$ cat config.mk
export PLATFORM = sky130hd
export DESIGN_NAME = ula_arbiter
export DESIGN_NICKNAME = d
export VERILOG_FILES = /design/src/rtl/ula_pkg.sv /design/src/rtl/ula_3bits.sv /design/src/rtl/ula_arbiter.sv
export SDC_FILE = /design/constraint.sdc
export NUM_CORES = 1
export LEC_CHECK = 0
export ABC_AREA = 1
export ABC_CLOCK_PERIOD_IN_PS = 2700
export CAP_MARGIN = 25
export CORE_MARGIN = 2
export CORE_UTILIZATION = 49
export DETAILED_ROUTE_END_ITERATION = 6
export MAX_ROUTING_LAYER = met4
export PLACE_DENSITY = 0.79
export REMOVE_ABC_BUFFERS = 1
export SETUP_SLACK_MARGIN = 0.3
export SYNTH_ARGS = -nofsm -noshare
export SYNTH_HDL_FRONTEND = slang
export SYNTH_SLANG_ARGS = --single-unit
$ cat constraint.sdc
create_clock -name clk_2 -period 2.7 [get_ports clk_2]
set_clock_uncertainty 0.15 [all_clocks]
set_input_delay 0.405 -clock clk_2 [delete_from_list [all_inputs] [get_ports clk_2]]
set_output_delay 0.405 -clock clk_2 [all_outputs]
set_load 0.01 [all_outputs]
$ cat src/rtl/ula_pkg.sv
// Shared types and widths for the arbitrated ULA datapath.
package ula_pkg;

  localparam int unsigned NBITS_OP = 3;

  typedef enum logic [1:0] {OP_ADD, OP_SUB, OP_AND, OP_OR} op_t;

  typedef enum logic [1:0] {S_IDLE, S_EXEC, S_RESP} state_t;

endpackage

$ cat src/rtl/ula_3bits.sv
// Combinational ULA: add/sub/and/or on zero-extended operands, one extra result bit.
module ula_3bits #(
  parameter int unsigned NBITS_OP = ula_pkg::NBITS_OP
) (
  input  logic [NBITS_OP-1:0] a,
  input  logic [NBITS_OP-1:0] b,
  input  ula_pkg::op_t        op,
  output logic [NBITS_OP:0]   saida
);
  import ula_pkg::*;

  logic [NBITS_OP:0] a_ext;
  logic [NBITS_OP:0] b_ext;

  assign a_ext = {1'b0, a};
  assign b_ext = {1'b0, b};

  // Extra bit carries on add and wraps as two's complement on sub.
  always_comb begin
    saida = '0;
    unique case (op)
      OP_ADD: saida = a_ext + b_ext;
      OP_SUB: saida = a_ext - b_ext;
      OP_AND: saida = a_ext & b_ext;
      OP_OR:  saida = a_ext | b_ext;
    endcase
  end

endmodule

$ cat src/rtl/ula_arbiter.sv
// Round-robin arbiter sharing one ULA between two requesters, with latched operands,
// a programmable execute delay and a registered result returned over valid/ready.
module ula_arbiter #(
  parameter int unsigned NBITS_OP    = ula_pkg::NBITS_OP,
  parameter int unsigned EXEC_CYCLES = 1
) (
  input  logic                     clk_2,
  input  logic                     reset,
  input  logic [1:0]               req_valid,
  input  logic [1:0][NBITS_OP-1:0] req_a,
  input  logic [1:0][NBITS_OP-1:0] req_b,
  input  logic [1:0][1:0]          req_op,
  output logic [1:0]               req_ready,
  output logic [1:0]               rsp_valid,
  input  logic [1:0]               rsp_ready,
  output logic [NBITS_OP:0]        rsp_result,
  output logic                     rsp_id,
  output logic                     busy
);
  import ula_pkg::*;

  localparam logic [3:0] CntLoad = 4'(EXEC_CYCLES - 1);

  state_t                state_q;
  logic                  last_grant_q;
  logic [3:0]            cnt_q;
  logic [NBITS_OP-1:0]   a_q;
  logic [NBITS_OP-1:0]   b_q;
  op_t                   op_q;
  logic [NBITS_OP:0]     rsp_result_q;
  logic                  rsp_id_q;
  logic [1:0]            rsp_valid_q;

  logic                  winner;
  logic                  accept;
  logic [NBITS_OP:0]     ula_out;

  // A lone request wins outright; on contention the requester not granted last time wins.
  always_comb begin
    winner = ~last_grant_q;
    if (req_valid == 2'b01) begin
      winner = 1'b0;
    end else if (req_valid == 2'b10) begin
      winner = 1'b1;
    end
    req_ready = 2'b00;
    if ((state_q == S_IDLE) && (req_valid != 2'b00)) begin
      req_ready[winner] = 1'b1;
    end
  end

  assign accept = |(req_valid & req_ready);

  ula_3bits #(
    .NBITS_OP (NBITS_OP)
  ) u_ula (
    .a     (a_q),
    .b     (b_q),
    .op    (op_q),
    .saida (ula_out)
  );

  always_ff @(posedge clk_2) begin
    if (reset) begin
      state_q      <= S_IDLE;
      last_grant_q <= 1'b1;
      cnt_q        <= 4'd0;
      a_q          <= '0;
      b_q          <= '0;
      op_q         <= OP_ADD;
      rsp_result_q <= '0;
      rsp_id_q     <= 1'b0;
      rsp_valid_q  <= 2'b00;
    end else begin
      unique case (state_q)
        S_IDLE: begin
          if (accept) begin
            a_q          <= req_a[winner];
            b_q          <= req_b[winner];
            op_q         <= op_t'(req_op[winner]);
            rsp_id_q     <= winner;
            last_grant_q <= winner;
            cnt_q        <= CntLoad;
            state_q      <= S_EXEC;
          end
        end
        S_EXEC: begin
          if (cnt_q != 4'd0) begin
            cnt_q <= cnt_q - 4'd1;
          end else begin
            rsp_result_q <= ula_out;
            rsp_valid_q  <= rsp_id_q ? 2'b10 : 2'b01;
            state_q      <= S_RESP;
          end
        end
        S_RESP: begin
          // Only the owner's ready completes the response.
          if (rsp_ready[rsp_id_q]) begin
            rsp_valid_q <= 2'b00;
            state_q     <= S_IDLE;
          end
        end
        default: begin
          state_q <= S_IDLE;
        end
      endcase
    end
  end

  assign rsp_valid  = rsp_valid_q;
  assign rsp_result = rsp_result_q;
  assign rsp_id     = rsp_id_q;
  assign busy       = (state_q != S_IDLE);

endmodule

# Yosys cells after proc, flatten, opt, wreduce, memory -nomap -nowiden

Cells that the tools add are included.

Bits in registers: 22
Input port bits: 22

Add/sub/neg operators: 3
Order comparisons: 3
Eq/ne operators: 11
Muxes and demuxes: 24
Bitwise operators: 5
Reductions and logical operators: 15

Operators with widths:

| cell                                                        | count |
|---|---|
| 2-to-1 mux 2 bit                                            | 8 |
| one-hot mux 4 bit (4 select lines)                          | 1 |
| 2-to-1 mux 3 bit                                            | 4 |
| AND reduction 3 bit                                         | 3 |
| equality test 2 bit (second input constant)                 | 4 |
| 2-to-1 mux 4 bit                                            | 2 |
| != test 2 bit (second input constant)                       | 4 |
| one-hot mux 4 bit (2 select lines)                          | 1 |
| nonzero test 2 bit                                          | 4 |
| equality test 2 x 1 -> 1 bit (second input constant)        | 3 |
| one-hot mux 2 bit (3 select lines)                          | 1 |
| 2-to-1 mux 1 bit                                            | 5 |
| adder 3 x 3 -> 4 bit                                        | 1 |
| logical NOT 2 bit                                           | 2 |
| less-than comparator 1 x 2 -> 1 bit (second input constant) | 2 |
| one-hot mux 2 bit (2 select lines)                          | 1 |
| AND reduction 2 bit                                         | 2 |
| nonzero test 4 bit                                          | 1 |
| subtractor 3 x 3 -> 4 bit                                   | 1 |
| subtractor 4 x 1 -> 4 bit (second input constant)           | 1 |
| AND 3 bit                                                   | 1 |
| OR 3 bit                                                    | 1 |
| AND 2 bit                                                   | 1 |
| logical AND 1 bit                                           | 2 |
| other kinds (4)                                             | 5 |

# Depth between registers and ports, before layout

Word-level depth: 12
Mapped depth: 14

# By module

A second synthesis with hierarchy kept.

Cell total of the unflattened synthesis: 207
Area, all modules: 1368.8 um^2

Modules (own cells, without submodules):

| module      | times used | cells an instance | area each (um^2) | sequential area each (um^2) |
|---|---|---|---|---|
| ula_arbiter | 1          | 166               | 1112.3           | 440.4 |
| ula_3bits   | 1          | 41                | 256.5            | 0.0 |

# Worst setup path before layout

Ideal clock, no wire load.

Kind: register to register
From: register b_q[0]
To: register rsp_result_q[2], in the netlist rsp_result[2]
Library setup time: 0.117 ns
Arrival time: 1.647 ns
Required time: 2.433 ns
Setup slack: 0.786 ns
Cell stages (with the launch flop): 10
Cells stage by stage: dfxtp_1 inv_1 ha_1 nand2_1 o21ai_0 fa_1 xor2_1 o21ai_1 a21oi_1 nor2_1

Word-level cells in the longest chain between the ends: 2
Elaborated cells between the ends (all ways): 3
Those cells by class: add/sub: 2; mux: 1

Ends and longest elaborated chain:

| element                                                           | line                             | RTL |
|---|---|---|
| start, declared                                                   | ula_arbiter.sv:28                | `logic [NBITS_OP-1:0] b_q;` |
| start signal, assigned                                            | ula_arbiter.sv:79                | `b_q <= req_b[winner];` |
| subtractor 3 x 3 -> 4 bit or adder 3 x 3 -> 4 bit (tied branches) | ula_3bits.sv:23, ula_3bits.sv:22 |  |
| one-hot mux 4 bit (4 select lines) *                              | ula_3bits.sv:21                  | `unique case (op)` |
| end signal, assigned                                              | ula_arbiter.sv:91                | `rsp_result_q <= ula_out;` |
| end, declared                                                     | ula_arbiter.sv:30                | `logic [NBITS_OP:0] rsp_result_q;` |

Every way passes the cells marked *; elsewhere a longest branch is shown, timed or not.
A chain may end at the register's enable or synchronous reset.

# Worst setup path after layout

From: input req_valid[0]
To: output req_ready[0]

Word-level cells in the longest chain between the ends: 8
Elaborated cells between the ends (all ways): 12
Those cells by class: order compare: 2; eq/ne: 2; mux: 5; reduce/logical: 3

Ends and longest elaborated chain:

| element                                                                                          | line              | RTL |
|---|---|---|
| start, declared                                                                                  | ula_arbiter.sv:9  | `input logic [1:0] req_valid,` |
| equality test 2 bit                                                                              | ula_arbiter.sv:43 | `end else if (req_valid == 2'b10) begin` |
| 2-to-1 mux 1 bit                                                                                 | ula_arbiter.sv:43 |  |
| 2-to-1 mux 1 bit                                                                                 | ula_arbiter.sv:41 | `if (req_valid == 2'b01) begin` |
| less-than comparator 1 x 2 -> 1 bit (implied by the code) or >= comparator 1 bit (tied branches) | ula_arbiter.sv:48 | `req_ready[winner] = 1'b1;` |
| logical AND 1 bit (implied by the code)                                                          | ula_arbiter.sv:48 |  |
| 2-to-1 mux 1 bit (implied by the code)                                                           | ula_arbiter.sv:48 |  |
| demux 1 bit (select 1 bit)                                                                       | ula_arbiter.sv:48 |  |
| 2-to-1 mux 2 bit *                                                                               | ula_arbiter.sv:47 | `if ((state_q == S_IDLE) && (req_valid != 2'b00)) begin` |
| end, declared                                                                                    | ula_arbiter.sv:13 | `output logic [1:0] req_ready,` |

Marks and branches as above.

==> flow_metrics.py <==
metrics = {
    "run_status": {
        "status": "finished, final reports clean",
    },
    "global_route": {
        "grt_max_degree": 14,
        "gr-total-overflow": 0,
        "antenna_found_initial": 0,
        "grt_pass1_wl_mm": 5.58,
        "track_usage_pct": 22.5,
        "grt_pass1_vias": 1294,
    },
    "synthesis": {
        "synth_top_family_by_area": "simple AND/OR/NAND/NOR gates",
        "synth_compound_area_share_pct": 13.0,
        "synth_seq_cells": 22,
        "synth-adder-area-share_pct": 8.94,
        "synth-xor-area-share_pct": 1.30,
        "netlist-cell-type-count": 28,
        "seq_area_frac_synth_pct": 32.8,
        "syn_area_sq_um": 1340,
        "synthCells": 194,
        "yosysWarningCount": 0,
        "synth.area.mux_share_pct": 0,
        "synth_simple_gate_area_share_pct": 33.7,
        "syn-mean-instance-area_sq_um": 6.93,
    },
    "power_and_ir_drop": {
        "clockPowerShare_pct": 19.7,
        "total_power_w": 0.00129,
        "irDropWorstVdd_mv": 0.507,
        "internal_power_w": 0.000797,
        "seqPwrFrac_pct": 33.9,
        "pwr-share-comb_pct": 46.4,
        "p_sw_share_pct": 38.1,
        "p_per_area_nw_per_um2": 741,
        "p_leak_nw": 0.800,
        "power.switching_w": 0.000492,
    },
    "critical_path": {
        "cpMaxStageDelayCell": "clkdlybuf4s50_1",
        "cp_max_fo": 4,
        "crit_type": "input port to primary output",
        "path_delay_family": "buffers and inverters",
        "crit_cells": 3,
        "critPathRequiredTime_ns": 2.14,
        "r2r_cells": 9,
        "setup.worst_path.start_class": "input port",
        "end_kind": "primary output",
        "arrival_ns": 1.76,
        "crit_chain": "clkdlybuf4s50_1 -> and3_1 -> clkdlybuf4s50_1",
        "crit_buf_inv": 2,
        "max_stage_delay_ns": 0.56,
        "crit_top_cell": "clkdlybuf4s50_1",
    },
    "route": {
        "drt_iter0_markers": 59,
        "viasPerCell": 5.18,
        "firstDrtPassIters": 4,
        "routedWlPerCell_um": 12.3,
        "drc": 0,
        "vias": 1336,
        "antenna_left": 0,
        "routed_wl_mm": 3.18,
    },
    "floorplan": {
        "pin_count": 32,
        "num_rows": 18,
        "start_util_pct": 52.8,
        "dieArea_sq_um": 3180,
        "fp.dieH_um": 56.4,
        "coreArea_sq_um": 2540,
        "dieWidth_um": 56.4,
    },
    "placement": {
        "dp_cells": 254,
        "gp_congestion": 0.899,
        "hpwlAfterDp_mm": 2.47,
        "port_buffers": 31,
    },
    "clocking": {
        "cts_made_buffers": 3,
        "clock_latency_ns": 0.31,
        "root_buffer": "clkbuf_4",
        "htree_levels": 1,
        "cts.sinks": 22,
        "clockBufferDepth": 2,
        "cts_tree": "built",
        "path_clk_slew_ns": 0.13,
        "post_cts_buffers": 0,
    },
    "cells_and_area": {
        "fin_util_pct": 68.3,
        "diodes": 0,
        "area.sequential_sq_um": 440,
        "num-fill-cells": 226,
        "multiInputGateArea_sq_um": 766,
        "fin_cells": 258,
        "nets": 260,
        "drive_gt1_share_pct": 9.21,
        "synthToLayoutAreaGrowth_pct": 29.4,
    },
    "timing": {
        "rsz0062_at_grt": "no",
        "holdWs_ns": 0.324,
        "tns_ns": 0,
        "period_share_pct": 85.9,
        "setup_viol": 0,
        "max_freq_mhz": 431,
        "period_minus_slack_ns": 2.32,
        "hold_viol": 0,
        "slew_headroom_pct": 72.2,
        "tightestPinTransition_ns": 0.417,
        "slew_violations": 0,
    },
    "min_path": {
        "holdCritPathClass": "register to register",
        "hold_depth": 2,
    },
    "run": {
        "maxCapViolCount": 0,
    },
}
-- power by group through the flow --
stage,Combinational [W],Clock [W],Sequential (W)
6_report,0.000598,0.000254,0.000437
5_1_grt,0.000683,0.000264,0.000446
4_1_cts,0.000602,0.000253,0.000437
3_5_place_dp,0.000596,0,0.000444
3_3_place_gp,0.000577,0,0.000441
2_1_floorplan,0.000393,0,0.000447
-- cells by family (layout without fill, tap and decap cells) --
family / Yosys count / after routing
simple gates: 97 / 97
compound gates: 31 / 31
fa+ha+maj: 9 / 9
flops: 22 / 22
xor+xnor: 2 / 2
buf+inv: 33 / 67
-- worst paths after layout --
check | startpoint | endpoint | slack, ns
worst max register to register | b_q[0]$_SDFFE_PP0P_ | rsp_result[2]$_SDFFE_PP0P_ | 0.56
worst max-delay path | req_valid[0] | req_ready[0] | 0.38
worst min register to register | cnt_q[0]$_SDFFE_PP0P_ | cnt_q[0]$_SDFFE_PP0P_ | 0.32
worst min-delay path | cnt_q[0]$_SDFFE_PP0P_ | cnt_q[0]$_SDFFE_PP0P_ | 0.32
-- routing by layer --
metal,GRT usage [%],part of all wire [%],up-vias
met2,37.8,46,45
met5,-,0,-
met4,5.10,1.4,0
li1,-,-,678
met3,2.76,5.5,6
met1,28.9,47,607
-- worst reg2reg max path: stages (launching register included) --
cell and delay (ns):
dfxtp_1 0.40, inv_1 0.11, ha_1 0.30, nand2_1 0.06
o21ai_0 0.15, fa_1 0.44, xor2_1 0.16, o21ai_1 0.07
a21oi_1 0.14, nor2_1 0.06
-- cell usage in the layout (no fill, tap or decap), drive strengths merged, types with 2 or more instances in the layout --
cell type	Yosys	final
inv	29	29
dfxtp	22	22
buf	3	2
o211ai	2	2
nand3	15	15
a21oi	17	17
ha	8	8
clkdlybuf4s50	0	29
nor2	23	23
o21ai	10	10
nand2	57	57
xor2	2	2
clkbuf	0	3
-- cell type report --
class	count	share of cell area [%]
flip-flops and latches	22	25.3
multi-input cells	139	44.0
inverters	30	6.69
clock buffers	3	1.29
well taps	30	2.16
clock inverters	1	1.73
repair buffers	33	18.8
-- synthesized netlist by cell type (all sizes together) --
| cell type | instances | area share (%) |
|---|---|---|
| o21ai | 10 | 4.6 |
| a21oi | 17 | 6.3 |
| o22ai | 1 | 0.47 |
| clkinv | 1 | 0.37 |
| nand2 | 57 | 17 |
| nor2 | 23 | 8.8 |
| o211ai | 2 | 1.1 |
| fa | 1 | 1.5 |
| inv | 29 | 8.3 |
| xor2 | 2 | 1.3 |
| o21bai | 1 | 0.56 |
| dfxtp | 22 | 33 |
| nand3b | 1 | 0.56 |
| buf | 3 | 1.6 |
| nand3 | 15 | 6.5 |
| and3 | 1 | 0.47 |
| ha | 8 | 7.4 |
-- repair_timing --
| action | CTS | global route |
|---|---|---|
| hold buffers | 0 | 0 |
| resized for setup | 1 | 1 |
| endpoints found under the setup margin | 1 | 1 |
-- flip-flops by register name, summed over array words and instances (netlist names) --
name,flops
b_q,3
last_grant_q,1
state_q,2
rsp_id,1
rsp_valid,2
op_q,2
cnt_q,4
rsp_result,4
a_q,3
-- per-stage QoR --
step / area, sq um / setup WS, ns
global placement: 1690 / 0.329
detailed placement: 1690 / 0.295
floorplan: 1320 / 0.786
CTS: 1740 / 0.317
global route: 1740 / 0.322
finish: 1740 / 0.382
Note: power is estimated with default switching activity, not from simulation.
==> RTL change, RTL diff (same flow settings) <==
Change the package constant `NBITS_OP` from 3 to 6.
--- a/src/rtl/ula_pkg.sv
+++ b/src/rtl/ula_pkg.sv
@@ -1,7 +1,7 @@
 // Shared types and widths for the arbitrated ULA datapath.
 package ula_pkg;
 
-  localparam int unsigned NBITS_OP = 3;
+  localparam int unsigned NBITS_OP = 6;
 
   typedef enum logic [1:0] {OP_ADD, OP_SUB, OP_AND, OP_OR} op_t;
 
Interface: changed (resized req_a, req_b and rsp_result); port bits go from 32 to 47. The function was not compared with the original's and may differ.
==> RTL change against the original RTL <==
Largest cell class unchanged; final area is 48% higher; setup slack better by 100 ps; area after synthesis is 47% higher; largest power group unchanged; critical path depth is 6 higher; total power is 86% higher; wire length is 39% higher; sequential cell count is 9 higher.
==> RTL change: results (changes against the original RTL) <==
* Internal at 0.00137 W (+71%)
* Count of cell types in the netlist at 37 (+32%)
* HP Class: flop to flop
* Met2 usage at 0.389 (+0.0105)
* Run status: finished clean
* Seq/Total Area, Yosys at 0.315 (-0.0130)
* Share of layout cells above drive strength 1 at 0.150 (+0.0580)
* Grt met3 use at 0.0467 (+0.0190)
* Asr flop ratio synth at 0 (unchanged)
* Top_reg_cell synth: dfxtp_1
* Maximum number of pins on one net before global-route repair at 21 (+7)
* Clock H-tree levels at 2 (+1)
* Sequential Power Share at 0.291 (-0.048)
* Slew headroom at 0.784 (+0.0619)
* Max IR drop VDD at 535 uV (+5.4%)
* Post-CTS setup buffer count at 1 (+1)
* Max Root-Sink Buffers at 2 (unchanged)
* CP Max Fanout at 8 (+4)
* Met1 Resource Use GR at 0.290 (about the same)
* Synth warn at 0 (unchanged)
* N_diodes at 0 (unchanged)
* Clock transition at the registers of the reported paths at 60 ps (-70 ps)
* Port Buf Inserts at 46 (+48%)
* DRT Pass-1 Iters at 4 (unchanged)
* Dominant cells by area after synthesis: dfxtp_1, nand2_1, ha_1
* Via count at 1920 (+44%)
* Post-synth top cells: nand2_1, dfxtp_1, inv_1, a21oi_1, nor2_1
* Clock share of power at 0.152 (-0.045)
* Initial drt markers at 95 (+61%)
* Met1 WL at 2030 um (+37%)
* Layout Nets at 378 (+45%)
* Most numerous cell in the Yosys netlist: nand2_1
* Total GRT Usage at 0.236 (+0.0116)
* Max Used Layer: met4
* Cts hold-fix bufs at 0 (unchanged)
* Final RePlAce weighted congestion at 0.917 (+1.9%)
* Synth Area per Inst at 6.99 sq um (+0.95%)
* Total length of routed met3 wires at 206 um (+18%)
* WL per Instance at 11.6 um (-6.2%)
* Antenna violations before repair at 0 (unchanged)
* Antenna-violating nets left at 0 (unchanged)
* Vias in the first global route at 1832 (+42%)
* CTS Buf Count at 5 (+2)
* HPWL Detailed at 3430 um (+39%)
* Pleak at 1.14 nW (+42%)
* First-pass GRT wire length at 7880 um (+41%)
* Resized cells post-CTS at 3 (+2)
* Met2 wire len at 2120 um (+44%)
* CTS root buffer: clkbuf_8
* Largest register FFs at 7
* Critical Path AT at 2220 ps (+460 ps)
* Drt total wl at 4430 um (+39%)
* Worst-Skew Late Latency at 280 ps (-30 ps)
RTL change: cell types whose count changed after synthesis, moves of 3 or more:
cell	before	now
nand2_1	53	85
a31oi_2	0	9
dfxtp_1	22	31
nand2_2	2	10
inv_1	26	31
nor3_1	0	5
inv_2	2	6
o211ai_1	2	5
RTL change: metrics by stage:
| stage | power [W] | setup WS, ps | hold slack [ps] | area, sq um |
|---|---|---|---|---|
| detailed placement | 0.00202 | 135 | 307 | 2470 |
| CTS | 0.00240 | 332 | 317 | 2570 |
| floorplan | 0.00162 | 663 | 296 | 1930 |
| global route | 0.00263 | 321 | 339 | 2580 |
| finish | 0.00240 | 486 | 313 | 2580 |
| global placement | 0.00199 | 167 | 299 | 2470 |
RTL change: critical path: stages, from the launching register on:
cell and delay (ps):
dfxtp_1 490, nand2_1 180, nor2_1 110, a21oi_1 80
fa_1 480, inv_1 100, o21ai_0 100, or2_2 280
nand3_1 60, a21oi_1 60
RTL change: cell type report:
type | count | area, sq um
inverters | 39 | 149
repair buffers | 50 | 490
well taps | 50 | 62.6
fillers | 364 | 1360
clock buffers | 6 | 82.6
flip-flops and latches | 31 | 624
multi-input cells | 206 | 1170
clock inverters | 1 | 5.00
RTL change: final timing paths:
kind                   end  slack (ps)     startpoint  cells past startpoint
max          rsp_result[4]         490        op_q[0]                      9
min          rsp_result[2]         310  rsp_result[2]                      2
max reg2reg  rsp_result[4]         490        op_q[0]                      9
min reg2reg  rsp_result[2]         310  rsp_result[2]                      2
RTL change: kinds of logic after synthesis:
family                   share of synthesized area
AO/OA/AOI/OAI                                0.169
XOR/XNOR                                    0.0266
adder cells (fa/ha/maj)                     0.0736
buffers and inverters                       0.0977
flip-flops                                   0.315
AND/OR/NAND/NOR                              0.319
